$ cat config.mk
export PLATFORM = sky130hd
export DESIGN_NAME = lh_msg_framer
export DESIGN_NICKNAME = d
export VERILOG_FILES = /design/src/rtl/lh_msg_framer.sv
export SDC_FILE = /design/constraint.sdc
export NUM_CORES = 1
export LEC_CHECK = 0
export CORE_ASPECT_RATIO = 1.2
export CORE_MARGIN = 1
export CORE_UTILIZATION = 30
export CTS_BUF_LIST = sky130_fd_sc_hd__clkbuf_16
export CTS_CLUSTER_SIZE = 12
export DETAILED_ROUTE_END_ITERATION = 8
export GPL_TIMING_DRIVEN = 0
export PLACE_DENSITY = 0.54
export SYNTH_ARGS = -nofsm -noshare
export SYNTH_HDL_FRONTEND = slang
export SYNTH_SLANG_ARGS = --single-unit
$ cat constraint.sdc
create_clock -name clk -period 2.4 [get_ports clk]
set_clock_uncertainty 0.1 [all_clocks]
set_input_delay 0.72 -clock clk [delete_from_list [all_inputs] [get_ports clk]]
set_output_delay 0.72 -clock clk [all_outputs]
set_load 0.01 [all_outputs]
$ cat src/rtl/lh_msg_framer.sv
// lh_msg_framer: upstream framing stage for light_hash.
// Buffers an {in_last, in_byte} stream in a small FIFO and replays each message
// to light_hash as one head pulse, one pulse per byte and one tail pulse, with a
// minimum BYTE_GAP idle cycles between pulses. Frames longer than MAX_LEN are
// cut at MAX_LEN (len_err) and the remainder is discarded while waiting for the
// digest.
// Optional feature: define LH_FRAMER_PAD_EN to append 0x80 followed by 0x00
// padding bytes until the pulsed body length is a multiple of 8.
module lh_msg_framer #(
  parameter int unsigned FIFO_DEPTH = 16,
  parameter int unsigned BYTE_GAP   = 2,
  parameter int unsigned MAX_LEN    = 255
) (
  input  logic       clk,
  input  logic       rst,
  input  logic [7:0] in_byte,
  input  logic       in_valid,
  input  logic       in_last,
  output logic       in_ready,
  output logic [7:0] message_byte,
  output logic       message_valid,
  output logic [1:0] state,
  input  logic       digest_ready,
  output logic       frame_done,
  output logic       len_err,
  output logic       busy
);

  localparam int unsigned PW = (FIFO_DEPTH > 1) ? $clog2(FIFO_DEPTH) : 1;
  localparam int unsigned CW = PW + 1;
  localparam int unsigned LW = (MAX_LEN > 1) ? $clog2(MAX_LEN + 1) : 1;
  localparam int unsigned GW = $clog2(BYTE_GAP + 1);

  localparam logic [1:0] ST_HEAD = 2'b00;
  localparam logic [1:0] ST_TAIL = 2'b01;
  localparam logic [1:0] ST_MSG  = 2'b10;

  typedef enum logic [2:0] {
    S_IDLE,
    S_HEAD,
    S_BODY,
    S_TAIL,
    S_WAIT
`ifdef LH_FRAMER_PAD_EN
    ,
    S_PAD
`endif
  } fsm_e;

  // State entered after the final body pulse (last byte or truncation).
`ifdef LH_FRAMER_PAD_EN
  localparam fsm_e S_POST_BODY = S_PAD;
`else
  localparam fsm_e S_POST_BODY = S_TAIL;
`endif

  // FIFO storage and bookkeeping
  logic [8:0]    mem_q [FIFO_DEPTH];
  logic [PW-1:0] wr_ptr_q, wr_ptr_d;
  logic [PW-1:0] rd_ptr_q, rd_ptr_d;
  logic [CW-1:0] count_q, count_d;
  logic          push;
  logic          pop;
  logic [8:0]    rd_entry;

  // Framing control
  fsm_e          fsm_q, fsm_d;
  logic [GW-1:0] gap_q, gap_d;
  logic [LW-1:0] len_q, len_d;
  logic [LW-1:0] len_inc;
  logic          drop_q, drop_d;
  logic          dig_seen_q, dig_seen_d;
`ifdef LH_FRAMER_PAD_EN
  logic [2:0]    pad_mod_q, pad_mod_d;
  logic          pad_first_q, pad_first_d;
`endif

  // Registered outputs
  logic          message_valid_q, message_valid_d;
  logic [7:0]    message_byte_q, message_byte_d;
  logic [1:0]    msg_state_q, msg_state_d;
  logic          frame_done_q, frame_done_d;
  logic          len_err_q, len_err_d;
  logic          busy_q, busy_d;

  // Readiness uses the registered count only: a same-cycle pop never frees a slot.
  assign in_ready      = (count_q != CW'(FIFO_DEPTH));
  assign push          = in_valid & in_ready;
  assign rd_entry      = mem_q[rd_ptr_q];

  assign message_valid = message_valid_q;
  assign message_byte  = message_byte_q;
  assign state         = msg_state_q;
  assign frame_done    = frame_done_q;
  assign len_err       = len_err_q;
  assign busy          = busy_q;

  // FIFO storage write; contents need no reset, pointers/count define validity.
  always_ff @(posedge clk) begin
    if (push) begin
      mem_q[wr_ptr_q] <= {in_last, in_byte};
    end
  end

  // Next-state logic: framing FSM, pulse generation, drop of truncated tails.
  always_comb begin
    fsm_d           = fsm_q;
    gap_d           = gap_q;
    if (gap_q != '0) begin
      gap_d = gap_q - GW'(1);
    end
    len_d           = len_q;
    len_inc         = len_q + LW'(1);
    drop_d          = drop_q;
    dig_seen_d      = dig_seen_q;
    message_valid_d = 1'b0;
    message_byte_d  = message_byte_q;
    msg_state_d     = msg_state_q;
    frame_done_d    = 1'b0;
    len_err_d       = len_err_q;
    pop             = 1'b0;
`ifdef LH_FRAMER_PAD_EN
    pad_mod_d       = pad_mod_q;
    pad_first_d     = pad_first_q;
`endif

    case (fsm_q)
      S_IDLE: begin
        if (count_q != '0) begin
          fsm_d = S_HEAD;
        end
      end

      S_HEAD: begin
        if (gap_q == '0) begin
          message_valid_d = 1'b1;
          msg_state_d     = ST_HEAD;
          message_byte_d  = '0;
          gap_d           = GW'(BYTE_GAP);
          len_d           = '0;
          len_err_d       = 1'b0;
          dig_seen_d      = 1'b0;
`ifdef LH_FRAMER_PAD_EN
          pad_mod_d       = '0;
          pad_first_d     = 1'b1;
`endif
          fsm_d           = S_BODY;
        end
      end

      S_BODY: begin
        if ((gap_q == '0) && (count_q != '0)) begin
          pop             = 1'b1;
          message_valid_d = 1'b1;
          msg_state_d     = ST_MSG;
          message_byte_d  = rd_entry[7:0];
          gap_d           = GW'(BYTE_GAP);
          len_d           = len_inc;
`ifdef LH_FRAMER_PAD_EN
          pad_mod_d       = pad_mod_q + 3'd1;
`endif
          if (rd_entry[8]) begin
            fsm_d = S_POST_BODY;
          end else if (len_inc == LW'(MAX_LEN)) begin
            // Truncate: finish the frame now, discard the rest while in WAIT.
            len_err_d = 1'b1;
            drop_d    = 1'b1;
            fsm_d     = S_POST_BODY;
          end
        end
      end

`ifdef LH_FRAMER_PAD_EN
      S_PAD: begin
        if (gap_q == '0) begin
          message_valid_d = 1'b1;
          msg_state_d     = ST_MSG;
          message_byte_d  = pad_first_q ? 8'h80 : 8'h00;
          gap_d           = GW'(BYTE_GAP);
          pad_first_d     = 1'b0;
          pad_mod_d       = pad_mod_q + 3'd1;
          if (pad_mod_q == 3'd7) begin
            fsm_d = S_TAIL;
          end
        end
      end
`endif

      S_TAIL: begin
        if (gap_q == '0) begin
          message_valid_d = 1'b1;
          msg_state_d     = ST_TAIL;
          message_byte_d  = '0;
          gap_d           = GW'(BYTE_GAP);
          dig_seen_d      = 1'b0;
          fsm_d           = S_WAIT;
        end
      end

      S_WAIT: begin
        // Discard leftover bytes of a truncated frame up to its last marker.
        if (drop_q && (count_q != '0)) begin
          pop = 1'b1;
          if (rd_entry[8]) begin
            drop_d = 1'b0;
          end
        end
        // A digest arriving while still dropping is remembered, not lost.
        if (digest_ready) begin
          dig_seen_d = 1'b1;
        end
        if ((digest_ready || dig_seen_q) && !drop_q) begin
          frame_done_d = 1'b1;
          dig_seen_d   = 1'b0;
          fsm_d        = S_IDLE;
        end
      end

      default: begin
        fsm_d = S_IDLE;
      end
    endcase

    wr_ptr_d = push ? (wr_ptr_q + PW'(1)) : wr_ptr_q;
    rd_ptr_d = pop  ? (rd_ptr_q + PW'(1)) : rd_ptr_q;
    count_d  = count_q + CW'(push) - CW'(pop);
    busy_d   = (fsm_d != S_IDLE);
  end

  // State registers with synchronous reset; reset aborts any frame in flight.
  always_ff @(posedge clk) begin
    if (rst) begin
      fsm_q           <= S_IDLE;
      gap_q           <= '0;
      len_q           <= '0;
      drop_q          <= 1'b0;
      dig_seen_q      <= 1'b0;
      wr_ptr_q        <= '0;
      rd_ptr_q        <= '0;
      count_q         <= '0;
      message_valid_q <= 1'b0;
      message_byte_q  <= '0;
      msg_state_q     <= ST_HEAD;
      frame_done_q    <= 1'b0;
      len_err_q       <= 1'b0;
      busy_q          <= 1'b0;
`ifdef LH_FRAMER_PAD_EN
      pad_mod_q       <= '0;
      pad_first_q     <= 1'b0;
`endif
    end else begin
      fsm_q           <= fsm_d;
      gap_q           <= gap_d;
      len_q           <= len_d;
      drop_q          <= drop_d;
      dig_seen_q      <= dig_seen_d;
      wr_ptr_q        <= wr_ptr_d;
      rd_ptr_q        <= rd_ptr_d;
      count_q         <= count_d;
      message_valid_q <= message_valid_d;
      message_byte_q  <= message_byte_d;
      msg_state_q     <= msg_state_d;
      frame_done_q    <= frame_done_d;
      len_err_q       <= len_err_d;
      busy_q          <= busy_d;
`ifdef LH_FRAMER_PAD_EN
      pad_mod_q       <= pad_mod_d;
      pad_first_q     <= pad_first_d;
`endif
    end
  end

endmodule
Yosys cells after proc, flatten, opt, wreduce, memory -nomap -nowiden:

Memory sizes are Yosys's and may differ from the RTL's. A register that Yosys moved wholly into a read port is not among the register bits.
Index checks and enable logic that the tools add are counted.

* memories kept: 1
* input bits: 13
* bits in registers: 42
* word-level logic and storage cells: 103
* output and inout bits: 15
* memory bits (writable): 144

Memory list
* mem_q: words 16, width 9, rd ports 1, clocked after memory_dff 1, write ports 1, line 58 `logic [8:0] mem_q [FIFO_DEPTH];`

* equality and inequality tests: 15
* mux-type cells: 42
* add/sub/neg operators: 6
* bitwise operators: 2
* reduce and logical (&&, ||, !) cells: 23

Operators by type and width (count)
* 8-bit one-hot mux with 2 select lines: 2
* 8-bit two-way mux: 3
* 3-bit two-way mux: 7
* 3-bit one-hot mux with 5 select lines: 1
* 1-bit two-way mux: 14
* 2-bit != test (second input constant): 7
* 2-bit two-way mux: 6
* 1-bit one-hot mux with 2 select lines: 5
* 2-bit nonzero test: 5
* 3-bit AND reduction: 3
* 4-bit by 1-bit adder with 4-bit output (second input constant): 2
* 8-bit by 1-bit adder with 8-bit output (second input constant): 1
* 8-bit equality test (second input constant): 1
* 4-bit two-way mux: 2
* 3-bit by 2-bit equality test with 1-bit output (second input constant): 2
* 2-bit one-hot mux with 3 select lines: 1
* 6-bit AND reduction: 1
* 3-bit nonzero test: 2
* 5-bit by 1-bit adder with 5-bit output: 1
* 5-bit != test (second input constant): 1
* 5-bit AND reduction: 1
* 5-bit nonzero test: 1
* 5-bit by 1-bit subtractor with 5-bit output: 1
* 2-bit one-hot mux with 2 select lines: 1
* 14 further kinds: 17

Depth between registers and ports, before layout:

* depth in word-level cells: 7
* mapped depth: 14
* mapped depth without buffers: 13

Least setup slack after synthesis:

No wires, ideal clock.

* path kind: reg-to-reg
* start: reg count_q[2]
* end: reg count_q[4]
* cell stages (with the launch flop): 15
* buffers on the path: 1
* required time: 2170 ps
* arrival: 2447 ps
* setup slack: -277 ps
* setup time: 130 ps
* clock period less this slack: 2677 ps
* cells stage by stage: dfxtp_1 > inv_1 > ha_1 > nand4bb_1 > clkbuf_1 > nand2_1 > ha_1 > inv_1 > ha_1 > inv_1 > fa_1 > nor2b_1 > o21bai_1 > a21oi_1 > nor3b_1

* elaborated cells between the ends (all ways): 10
* those cells by class: 2 x add/sub; 1 x eq/ne; 3 x mux; 1 x bitwise; 3 x reduce/logical

RTL lines
* from (decl): line 61 `logic [CW-1:0] count_q, count_d;`
* from (signal assigned): line 259 `count_q <= count_d;`
* 5-bit != test: line 87 `assign in_ready = (count_q != CW'(FIFO_DEPTH));`
* net in_ready: line 19 `output logic in_ready,`
* 1-bit AND: line 88 `assign push = in_valid & in_ready;`
* 5-bit by 1-bit adder with 5-bit output: line 226 `count_d = count_q + CW'(push) - CW'(pop);`
* 5-bit by 1-bit subtractor with 5-bit output: line 226

The timed path passes the listed nets, and every way through them passes these cells.
A chain may end at the register's enable or synchronous reset.

Worst setup path in the final report:

* start: reg count_q[3]
* end: reg count_q[4]

* cells in the longest elaborated chain, start to end: 5
* elaborated cells between the ends (all ways): 10
* those cells by class: 2 x add/sub; 1 x eq/ne; 3 x mux; 1 x bitwise; 3 x reduce/logical

Ends and longest elaborated chain
* 5-bit nonzero test *: line 152, 202
* 1-bit logical AND, on equally long branches: line 202, 152
* 1-bit two-way mux, on equally long branches: line 202, 152
* 1-bit one-hot mux with 2 select lines *: line 127 `case (fsm_q)`
* net pop: line 63 `logic pop;`
* 5-bit by 1-bit subtractor with 5-bit output *: line 226

The timed path passes the listed nets; every way through them passes the cells marked *.

==> summary.md <==
| Metric | Value |
|---|---|
| DR WL/cell | `18.9 um` |
| Placed cell count | `829` |
| Post-Place Cell Area | `approximately 8500 um2` |
| Worst setup SP type | `flop` |
| Hold WC Path Type | `flop to flop` |
| Crit-path max cell delay | `0.34 ns` |
| Mapped Cells | `468` |
| Clock power share | `0.330` |
| Failing checks | `setup timing` |
| Leak Pwr | `3.04 nW` |
| First-pass GRT wire length | `25,900 um` |
| Worst-case clock buffer depth | `2` |
| Final WS setup | `-0.148 ns` |
| Max cap viols | `0` |
| Routed Antenna Nets | `0` |
| Dpl hpwl | `11,000 um` |
| Largest net degree at the start of global routing | `18` |
| Final setup viols | `34` |
| Final Non-Filler Cells | `883` |
| Cell row count | `64` |
| Sequential share of the synthesized area | `0.677` |
| RSZ-0062 raised after global routing | `yes` |
| Switching Share | `0.273` |
| CTS Buf Count | `17` |
| Final Net Count | `570` |
| Minimum clock period | `around 2.5 ns` |
| CP cell instances | `inv_2 -> ha_4 -> buf_4 -> nor4b_4 -> a211oi_4 -> ha_4 -> inv_4 -> ha_4 -> inv_2 -> fa_2 -> nor2b_2 -> o21bai_1 -> a21oi_2 -> nor3b_2` |
| I/O pin cnt | `28` |
| Total Routing Usage GR | `0.134` |
| Commonest non-fill, non-tap cell in the layout | `edfxtp_1` |
| Comb power frac | `0.230` |
| CTS H-tree depth | `4` |
| Clk Latency, worst-skew pair | `0.43 ns` |
| Post-synth top area share | `0.558` |
| Number of synthesized register bits | `190` |
| Worst-Margin Slew | `roughly 1.1 ns` |
| Drt total wl | `approximately 17,000 um` |
| Total gr overflow | `0` |
| EDFF count, synth | `~140` |
| Fraction of layout cells with a size suffix above 1 | `0.278` |
| Max rail drop VDD | `0.399 mV` |
| Fin crit share | `1.06` |
| Hold buffers post-CTS | `0` |
| Crit. End Element | `flop` |
| Mapped cell area | `7750 um2` |
| Critical path peak fanout | `3` |
| Drc violations | `0` |
| Fin. Hold Viols | `0` |
| Area contributors post-synth | `edfxtp_1 56%, dfxtp_1 12%, mux4_2 10%, mux2i_1 3.2%, ha_1 2.6%` |
| Number of global-route vias before repair | `4,432` |
| Slew Limit Fails | `0` |
| Overall power | `8.89 mW` |
| Clock Tree Root | `clkbuf_16` |
| Max_slew headroom | `0.280` |
| Die Width | `149 um` |
| Slowest-stage cell, CP | `dfxtp_2` |
| Async SR Flop Fraction | `0` |
| Most used DFF post-synth | `edfxtp_1` |
| Post-Syn Area per Cell | `16.6 um2` |
| Routed vias | `4,204` |
| Routability cong. | `~0.75` |
| Distinct cell type count after synthesis | `56` |
| Synthesized Nets | `498` |
| DR vias/cell | `approximately 4.8` |
| Post-route cell area | `~9400 um2` |
| Status | `finished with violations` |
| IO Port Bufs | `27` |
| Initial antenna violation count | `0` |
| Hold Slack | `about 0.39 ns` |
| Net Switching | `2.43 mW` |
| Sequential power share | `0.439` |
| Most frequent cells in the layout | `144 x edfxtp_1, 38 x dfxtp_1, 35 x mux4_2` |
| CP most frequent cell | `ha_4` |
| Core box area | `25,500 um2` |
| Number of diodes | `0` |
| Clk sinks | `190` |
| Crit Path Class | `flop to flop` |
| DR iter-0 viols | `193` |
| First-pass detailed-route iteration total | `4` |
| Full die area | `26,500 um2` |
| Synth-to-Final Area Change | `21.8%` |
| Worst Path Required | `2.60 ns` |
| Initial Util | `0.304` |
| Die Y | `178 um` |
| Internal power | `6.47 mW` |
| Yosys warnings | `0` |
| Fmax | `0.392 GHz` |
| Crit path DAT | `2.75 ns` |
| Largest area contributor in the netlist | `edfxtp_1` |
| CTS tree | `yes` |
| CTS clk-pin slew, worst paths | `roughly 0.070 ns` |
| Util after Layout | `0.371` |
| PwrDens | `around 940 nW/um2` |
[flip-flops by register name, indices dropped and copies added, names as in the netlist, named ones only]
signal,flops
busy,1
count_q,5
dig_seen_q,1
drop_q,1
frame_done,1
fsm_q,3
gap_q,2
len_err,1
len_q,8
mem_q,144
message_byte,8
message_valid,1
rd_ptr_q,4
state,2
wr_ptr_q,4
[cell families after synthesis]
group                      synth area share
DFF                                   0.677
AOI/OAI and AO/OA                    0.0508
and+or+nand+nor                      0.0663
buffers and inverters                0.0241
adders and majority gates            0.0284
xor gates and xnor gates            0.00904
muxes                                 0.145
[synthesized netlist by cell type (9+ instances only)]
library cell	number
nor2_1	19
clkbuf_1	12
dfxtp_1	46
inv_1	18
nand2_1	10
and2_1	9
edfxtp_1	144
mux4_2	35
a21oi_1	19
ha_1	16
mux2i_1	25
[path summary, 6_finish.rpt]
path,cells after the start,from,end,slack (ns)
setup / recovery,14,count_q[3]$_SDFF_PP0_,count_q[4]$_SDFF_PP0_,-0.15
hold / removal,1,message_byte[5]$_SDFFE_PP0P_,message_byte[5]$_SDFFE_PP0P_,0.39
setup reg to reg,14,count_q[3]$_SDFF_PP0_,count_q[4]$_SDFF_PP0_,-0.15
hold reg to reg,1,message_byte[5]$_SDFFE_PP0P_,message_byte[5]$_SDFFE_PP0P_,0.39
[per-layer routing]
metal	vias up	GRT usage	part of all wire
met4	0	0.0485	0.013
met5	-	0	0
met2	58	0.239	0.53
met1	2164	0.163	0.43
met3	16	0.0220	0.025
li1	1966	-	-
[power groups by stage]
stage / sequential, mW / clock (mW) / combinational, mW
after floorplan: 3.94 / 0 / 1.17
after global placement: 3.94 / 0 / 1.63
after detailed placement: 3.95 / 0 / 1.71
after CTS: 3.91 / 2.99 / 1.91
after global routing: 3.93 / 3.10 / 2.25
final: 3.91 / 2.94 / 2.05
[metrics by stage]
stage / setup TNS (ns) / setup slack, ns
floorplan: -0.103 / -0.0980
global placement: -113.40 / -1.55
detailed placement: -78.26 / -0.814
CTS: -5.05 / -0.167
global route: -12.37 / -0.286
finish: -2.59 / -0.148
[layout make-up]
class / instances / area (um2)
Sequential cell: 190 / 5260
Buffer: 23 / 136
Fill cell: 2365 / 16000
Clock inverter: 15 / 190
Inverter: 18 / 70.1
Multi-Input combinational cell: 236 / 2470
Tap cell: 330 / 413
Clock buffer: 17 / 425
Timing Repair Buffer: 54 / 485
[worst max-delay path: cells and delay by family (launching register included)]
kind	cells	cell delay [ns]
compound gates	3	0.50
flops	1	0.34
simple gates	3	0.33
buf+inv	4	0.25
fa+ha+maj	4	0.89
[timing repair]
item / 4_1_cts / 5_1_grt
buffers inserted: 13 / 11
pin swaps: 7 / 9
gates resized for setup: 31 / 21
endpoints found under the setup margin: 134 / 94
No activity file was read; power rests on OpenSTA's default activity.
